**config.mk**
```make
export PLATFORM = sky130hd
export DESIGN_NAME = mem_port_arbiter
export DESIGN_NICKNAME = d
export VERILOG_FILES = /design/src/rtl/mem_port_arbiter.sv
export SDC_FILE = /design/constraint.sdc
export NUM_CORES = 1
export LEC_CHECK = 0
export CAP_MARGIN = 20
export CORE_ASPECT_RATIO = 0.5
export CORE_MARGIN = 2
export CORE_UTILIZATION = 43
export DETAILED_ROUTE_END_ITERATION = 8
export GPL_TIMING_DRIVEN = 0
export PLACE_DENSITY = 0.84
export SLEW_MARGIN = 5
export SYNTH_ARGS = -nofsm -noshare
export SYNTH_HDL_FRONTEND = slang
export SYNTH_SLANG_ARGS = --single-unit
```
**constraint.sdc**
```tcl
create_clock -name clk -period 5.37 [get_ports clk]
set_clock_uncertainty 0.05 [all_clocks]
set_input_delay 0.8055 -clock clk [delete_from_list [all_inputs] [get_ports clk]]
set_output_delay 0.8055 -clock clk [all_outputs]
set_load 0.02 [all_outputs]
```
**src/rtl/mem_port_arbiter.sv**
```systemverilog
// mem_port_arbiter: shares one single-ported memory between IM and DM requesters, DM first, with ack timeout.
module mem_port_arbiter #(
    parameter int memAddrWidth = 15,
    parameter int DATA_W       = 32,
    parameter int TIMEOUT      = 255
) (
    input  logic                    clk,
    input  logic                    rst,
    input  logic                    im_req,
    input  logic [memAddrWidth-1:0] im_addr,
    output logic                    im_valid,
    output logic [DATA_W-1:0]       im_rdata,
    input  logic                    dm_rd,
    input  logic [3:0]              dm_wmask,
    input  logic [memAddrWidth-1:0] dm_addr,
    input  logic [DATA_W-1:0]       dm_wdata,
    output logic                    dm_valid,
    output logic [DATA_W-1:0]       dm_rdata,
    output logic                    mem_req,
    output logic [3:0]              mem_we,
    output logic [memAddrWidth-1:0] mem_addr,
    output logic [DATA_W-1:0]       mem_wdata,
    input  logic                    mem_ack,
    input  logic [DATA_W-1:0]       mem_rdata,
    output logic                    timeout_err
);
    typedef enum logic [1:0] {IDLE, BUSY_IM, BUSY_DM, RESP} state_t;
    state_t state, state_nx;
    logic owner_dm;
    logic [7:0] cnt;
    logic dm_pend, busy, time_up, done, grant;
    logic [DATA_W-1:0] rd_val;
    assign dm_pend = dm_rd | (|dm_wmask);
    assign busy    = (state == BUSY_IM) || (state == BUSY_DM);
    assign time_up = cnt == 8'(TIMEOUT - 1);
    assign done    = busy && (mem_ack || time_up);
    assign grant   = (state == IDLE) && (dm_pend || im_req);
    // ack wins over a simultaneous timeout; writes and timeouts return zero
    assign rd_val  = (mem_ack && mem_we == 4'd0) ? mem_rdata : '0;
    always_ff @(posedge clk)
        if (!rst) state <= IDLE;
        else      state <= state_nx;
    always_comb begin
        state_nx = state;
        mem_req  = busy;
        im_valid = (state == RESP) && !owner_dm;
        dm_valid = (state == RESP) && owner_dm;
        case (state)
            IDLE:             state_nx = dm_pend ? BUSY_DM : im_req ? BUSY_IM : IDLE;
            BUSY_IM, BUSY_DM: state_nx = done ? RESP : state;
            default:          state_nx = IDLE;
        endcase
    end
    always_ff @(posedge clk) begin
        if (!rst) begin
            cnt         <= '0;
            owner_dm    <= 1'b0;
            mem_addr    <= '0;
            mem_we      <= '0;
            mem_wdata   <= '0;
            im_rdata    <= '0;
            dm_rdata    <= '0;
            timeout_err <= 1'b0;
        end else begin
            timeout_err <= busy && !mem_ack && time_up;
            if (grant) begin
                owner_dm  <= dm_pend;
                mem_addr  <= dm_pend ? dm_addr : im_addr;
                mem_we    <= dm_pend ? dm_wmask : 4'd0;
                mem_wdata <= dm_pend ? dm_wdata : '0;
            end
            if (busy) cnt <= done ? 8'd0 : cnt + 8'd1;
            if (done && owner_dm) dm_rdata <= rd_val;
            if (done && !owner_dm) im_rdata <= rd_val;
        end
    end
endmodule

```
; ---- Word-level counts from Yosys, hierarchy flattened
; Cells that the tools add are included.
[op_classes]
eq_ne = 5
bitwise_logic = 1
addsub = 1
mux = 9
n_reduce_logical = 18
[ops]
columns = cell, n
row1 = $mux 32, 2
row2 = $mux 15, 1
row3 = $logic_and 1x1->1, 9
row4 = $add 8x1->8 const B, 1
row5 = $eq 8x8->1 const B, 1
row6 = $mux 8, 1
row7 = $eq 2x2->1 const B, 2
row8 = $logic_not 4->1, 1
row9 = $mux 2, 2
row10 = $mux 4, 1
row11 = $pmux 2 s2, 1
row12 = $reduce_or 4->1, 1
row13 = $logic_or 1x1->1, 3
row14 = $eq 2x1->1 const B, 1
row15 = $logic_not 1->1, 2
row16 = $logic_not 2->1, 1
row17 = $ne 2x2->1 const B, 1
row18 = $reduce_or 2->1, 1
row19 = $mux 1, 1
row20 = $or 1x1->1, 1
[totals]
out_inout_bits = 119
register_bits = 127

; ---- Longest topological paths before layout
[depth]
word_depth = 5
mapped_depth = 8

; ---- Worst setup path before layout
; Ideal clock, no wire load.
[synth_path]
path_kind = in2reg
start = input dm_wmask[0]
end = register mem_addr[10]
path_stages = 6
setup_ns = 0.118
setup_slack_ns = 3.349
required_time_ns = 5.202
t_arrival_ns = 1.852
path_buffers = 2
path_cell_list = or3_4 -> o31a_1 -> buf_2 -> buf_6 -> o21ai_1 -> a21oi_1
[synth_between]
elab_chain_len = 4
[synth_rtl]
columns = element, line_no
row1 = from (decl), 14  ; input logic [3:0] dm_wmask,
row2 = $reduce_or 4->1 (*), 33  ; assign dm_pend = dm_rd | (|dm_wmask);
row3 = $or 1x1->1 (*), 33
row4 = $logic_or 1x1->1, 37  ; assign grant = (state == IDLE) && (dm_pend || im_req);
row5 = $logic_and 1x1->1, 37
row6 = to (signal assigned), 68  ; mem_addr <= dm_pend ? dm_addr : im_addr;
row7 = to (decl), 21  ; output logic [memAddrWidth-1:0] mem_addr,
; Every way passes the cells marked *; elsewhere a longest branch is shown, timed or not.
; A chain may end at the register's enable or synchronous reset.

; ---- Worst setup path in the final report
[layout_path]
start = register state[0]
end = output mem_req
[layout_between]
elab_chain_len = 2
[layout_rtl]
columns = element, line_no
row1 = from (decl), 28  ; state_t state, state_nx;
row2 = from (signal assigned), 42  ; else state <= state_nx;
row3 = $eq 2x1->1 or $eq 2x2->1 (tied branches), 34  ; assign busy = (state == BUSY_IM) || (state == BUSY_DM);
row4 = $logic_or 1x1->1 (*), 34
row5 = to (decl), 19  ; output logic mem_req,
; Marked as above.

==> impl_metrics.yaml <==
synth:
  synth_seq_cells: 127
  syn-cell-area_mm2: 0.00456
  synth_top_area_share_pct: 55.7
  synth_compound_area_share_pct: 22.4
  synth.area.mux_share_pct: 3.51
  syn_nets: 557
  synth_top_family_by_area: "compound AO/OA/AOI/OAI gates"
  synth_area_per_cell_um2: 10.2
  synthAdderAreaFrac_pct: 1.37
  ys.flop_type: "dfxtp_1"
  yosysTopAreaCell: "dfxtp_1"
  syn_inst: 449
  synth_edf_count: 0
  synth_seq_area_share_pct: 55.7
  synthTopCellsByCount: "dfxtp_1, a22o_1, a21oi_1"
  synth-simple-area-share_pct: 11.3
  async_reset_ff_share_pct: 0
  synthXorXnorAreaFrac_pct: 1.15
  ys.warnings.count: 0
  yosysMostFrequentCell: "dfxtp_1"
  synth_cell_types: 37
  synth_area_leaders: "dfxtp_1, a22o_1, a21oi_1"
finish:
  design_area_mm2: 0.00758
  fin_cells: 841
  area_growth_pct: 66.0
  multiInputGateArea_mm2: 0.00181
  finalNetCount: 796
  num-fill-cells: 722
  layout-drive-gt1-share_pct: 8.70
  regArea_mm2: 0.00254
  antenna_cells: 0
  finish.utilization_pct: 73.7
setup_path:
  reg2reg_depth: 8
  cp.depth: 3
  r2r-start: "state[0]$_SDFFE_PN0P_"
  path_cells: "inv_1, ha_1, clkdlybuf4s50_1"
  path_class: "register to output pin"
  crit_path_max_fanout: 4
  startpoint: "state[0]$_SDFFE_PN0P_"
  r2r_slack_ns: 3.05
  end_kind: "output pin"
  worstSetupEndpoint: "mem_req"
  arrival_ns: 1.84
  required_ns: 4.51
  rr_endpoint: "im_rdata[9]$_SDFFE_PN0P_"
  critPathTopFamily: "buffers and inverters"
  cpMaxStageDelayCell: "clkdlybuf4s50_1"
  path_buf_inv: 2
  start_kind: "register"
  slowest_delay_ns: 0.65
place:
  io_buffers: 220
  gp_congestion: 0.811
  dp_cells: 809
  dp_hpwl_um: 10300
  place_area_mm2: 0.00694
  place_ws_ns: 2.72
clock_tree:
  cts_resized: 0
  post_cts_buffers: 0
  ctsRootBufferMaster: "clkbuf_16"
  cts_made_buffers: 17
  clock_sinks: 127
  clock_path_buffers: 2
  cts_tree: "done"
  hold_buffers: 0
  ctsHtreeMaxLevel: 4
  path_clk_slew_ns: 0.06
  clock_latency_ns: 0.40
outcome:
  status: "finished clean"
sta:
  grt_setup_unrepaired: "no"
  worst_slew_pin_slew_ns: 0.508
  setup_viol: 0
  setup_ws_ns: 2.67
  drv_slew: 0
  period_minus_slack_ns: 2.70
  final.setup.tns_ns: 0
  hold_viol: 0
  fmax_mhz: 371
  fin_crit_sh_pct: 50.2
  relSlewSlack_pct: 66.1
  holdWs_ns: 0.414
global_routing:
  gr-usage-all-layers_pct: 25.9
  grt_pass1_wl_um: 23600
  grt_max_degree: 17
  grt-ovfl-total: 0
  grt_pass1_vias: 4565
  grt_antenna_before_repair: 0
flow_run:
  drv_cap: 0
detailed_routing:
  dr.pass1.iters: 4
  viasPerCell: 5.30
  wl_per_cell_um: 17.5
  vias: 4460
  drc: 0
  wirelength_um: 14700
  antenna_left: 0
  first_iter_violations: 186
power:
  power_density_mw_per_mm2: 506
  max-vdd-ir-drop_uv: 242
  total_leakage_power_nw: 3.03
  totalPowerFinal_mw: 3.84
floorplan:
  fp.dieArea_mm2: 0.0115
  start_util_pct: 44.4
  coreArea_mm2: 0.0103
  rows: 26
  fp.dieW_um: 150
  ios: 222
  fp.dieH_um: 76.9
worst_hold_path:
  hold_class: "register to register"
  hold-path-cell-count: 2
==> worst min path at each step <==
stage	from	endpoint
floorplan	state[1]$_SDFFE_PN0P_	state[1]$_SDFFE_PN0P_
global placement	mem_we[2]$_SDFFE_PN0P_	mem_we[2]$_SDFFE_PN0P_
detailed placement	mem_we[3]$_SDFFE_PN0P_	mem_we[3]$_SDFFE_PN0P_
CTS	mem_we[3]$_SDFFE_PN0P_	mem_we[3]$_SDFFE_PN0P_
global route	mem_wdata[18]$_SDFFE_PN0P_	mem_wdata[18]$_SDFFE_PN0P_
finish	mem_we[3]$_SDFFE_PN0P_	mem_we[3]$_SDFFE_PN0P_
==> registers in the layout, summed over array words and instances (netlist names), 2 cells and up <==
| name | flops |
|---|---|
| dm_rdata | 32 |
| im_rdata | 32 |
| mem_wdata | 32 |
| mem_addr | 15 |
| cnt | 8 |
| mem_we | 4 |
| state | 2 |
==> area by class of cell <==
| type | instances | share of cell area (%) |
|---|---|---|
| multi-input combinational | 281 | 23.9 |
| clock buffer | 18 | 5.66 |
| clock inverter | 14 | 2.72 |
| tap | 140 | 2.31 |
| buffer | 34 | 2.43 |
| inverter | 7 | 0.347 |
| timing repair buffer | 220 | 29.1 |
| sequential | 127 | 33.6 |
==> placed cells by master (no fill, tap or decap), types with 4 or more instances in the layout <==
master and instances:
a21oi_1 50, a22o_1 64, buf_2 15, buf_4 4
bufinv_16 4, clkbuf_1 11, clkbuf_16 17, clkdlybuf4s50_1 220
dfxtp_1 127, ha_1 5, inv_1 7, mux2i_1 16
nand2_1 43, nand3_1 38, nor2_1 11, o21ai_0 6
o21ai_1 13
==> where the power goes <==
group | internal (mW) | switching (mW) | total (mW)
Combinational | 0.602 | 0.780 | 1.38
Sequential | 1.12 | 0.105 | 1.23
Clock | 0.786 | 0.441 | 1.23
==> layer usage <==
metal	vias up	part of all wire [%]	GRT usage (%)
met4	0	2.8	10.8
met5	-	0	0
li1	2108	-	-
met3	35	6.0	6.55
met2	163	49	45.5
met1	2154	42	30.3
==> cell families after synthesis <==
| family | after synthesis |
|---|---|
| simple gates | 110 |
| mux | 16 |
| xor+xnor | 6 |
| flops | 127 |
| compound gates | 144 |
| fa+ha+maj | 5 |
| buf+inv | 41 |
==> tightest hold or removal path, cell delays in order (launching register included) <==
cell and delay, ns:
dfxtp_1 0.32, nand2_1 0.06, o21ai_1 0.05
Power figures use the tool's default switching activity.
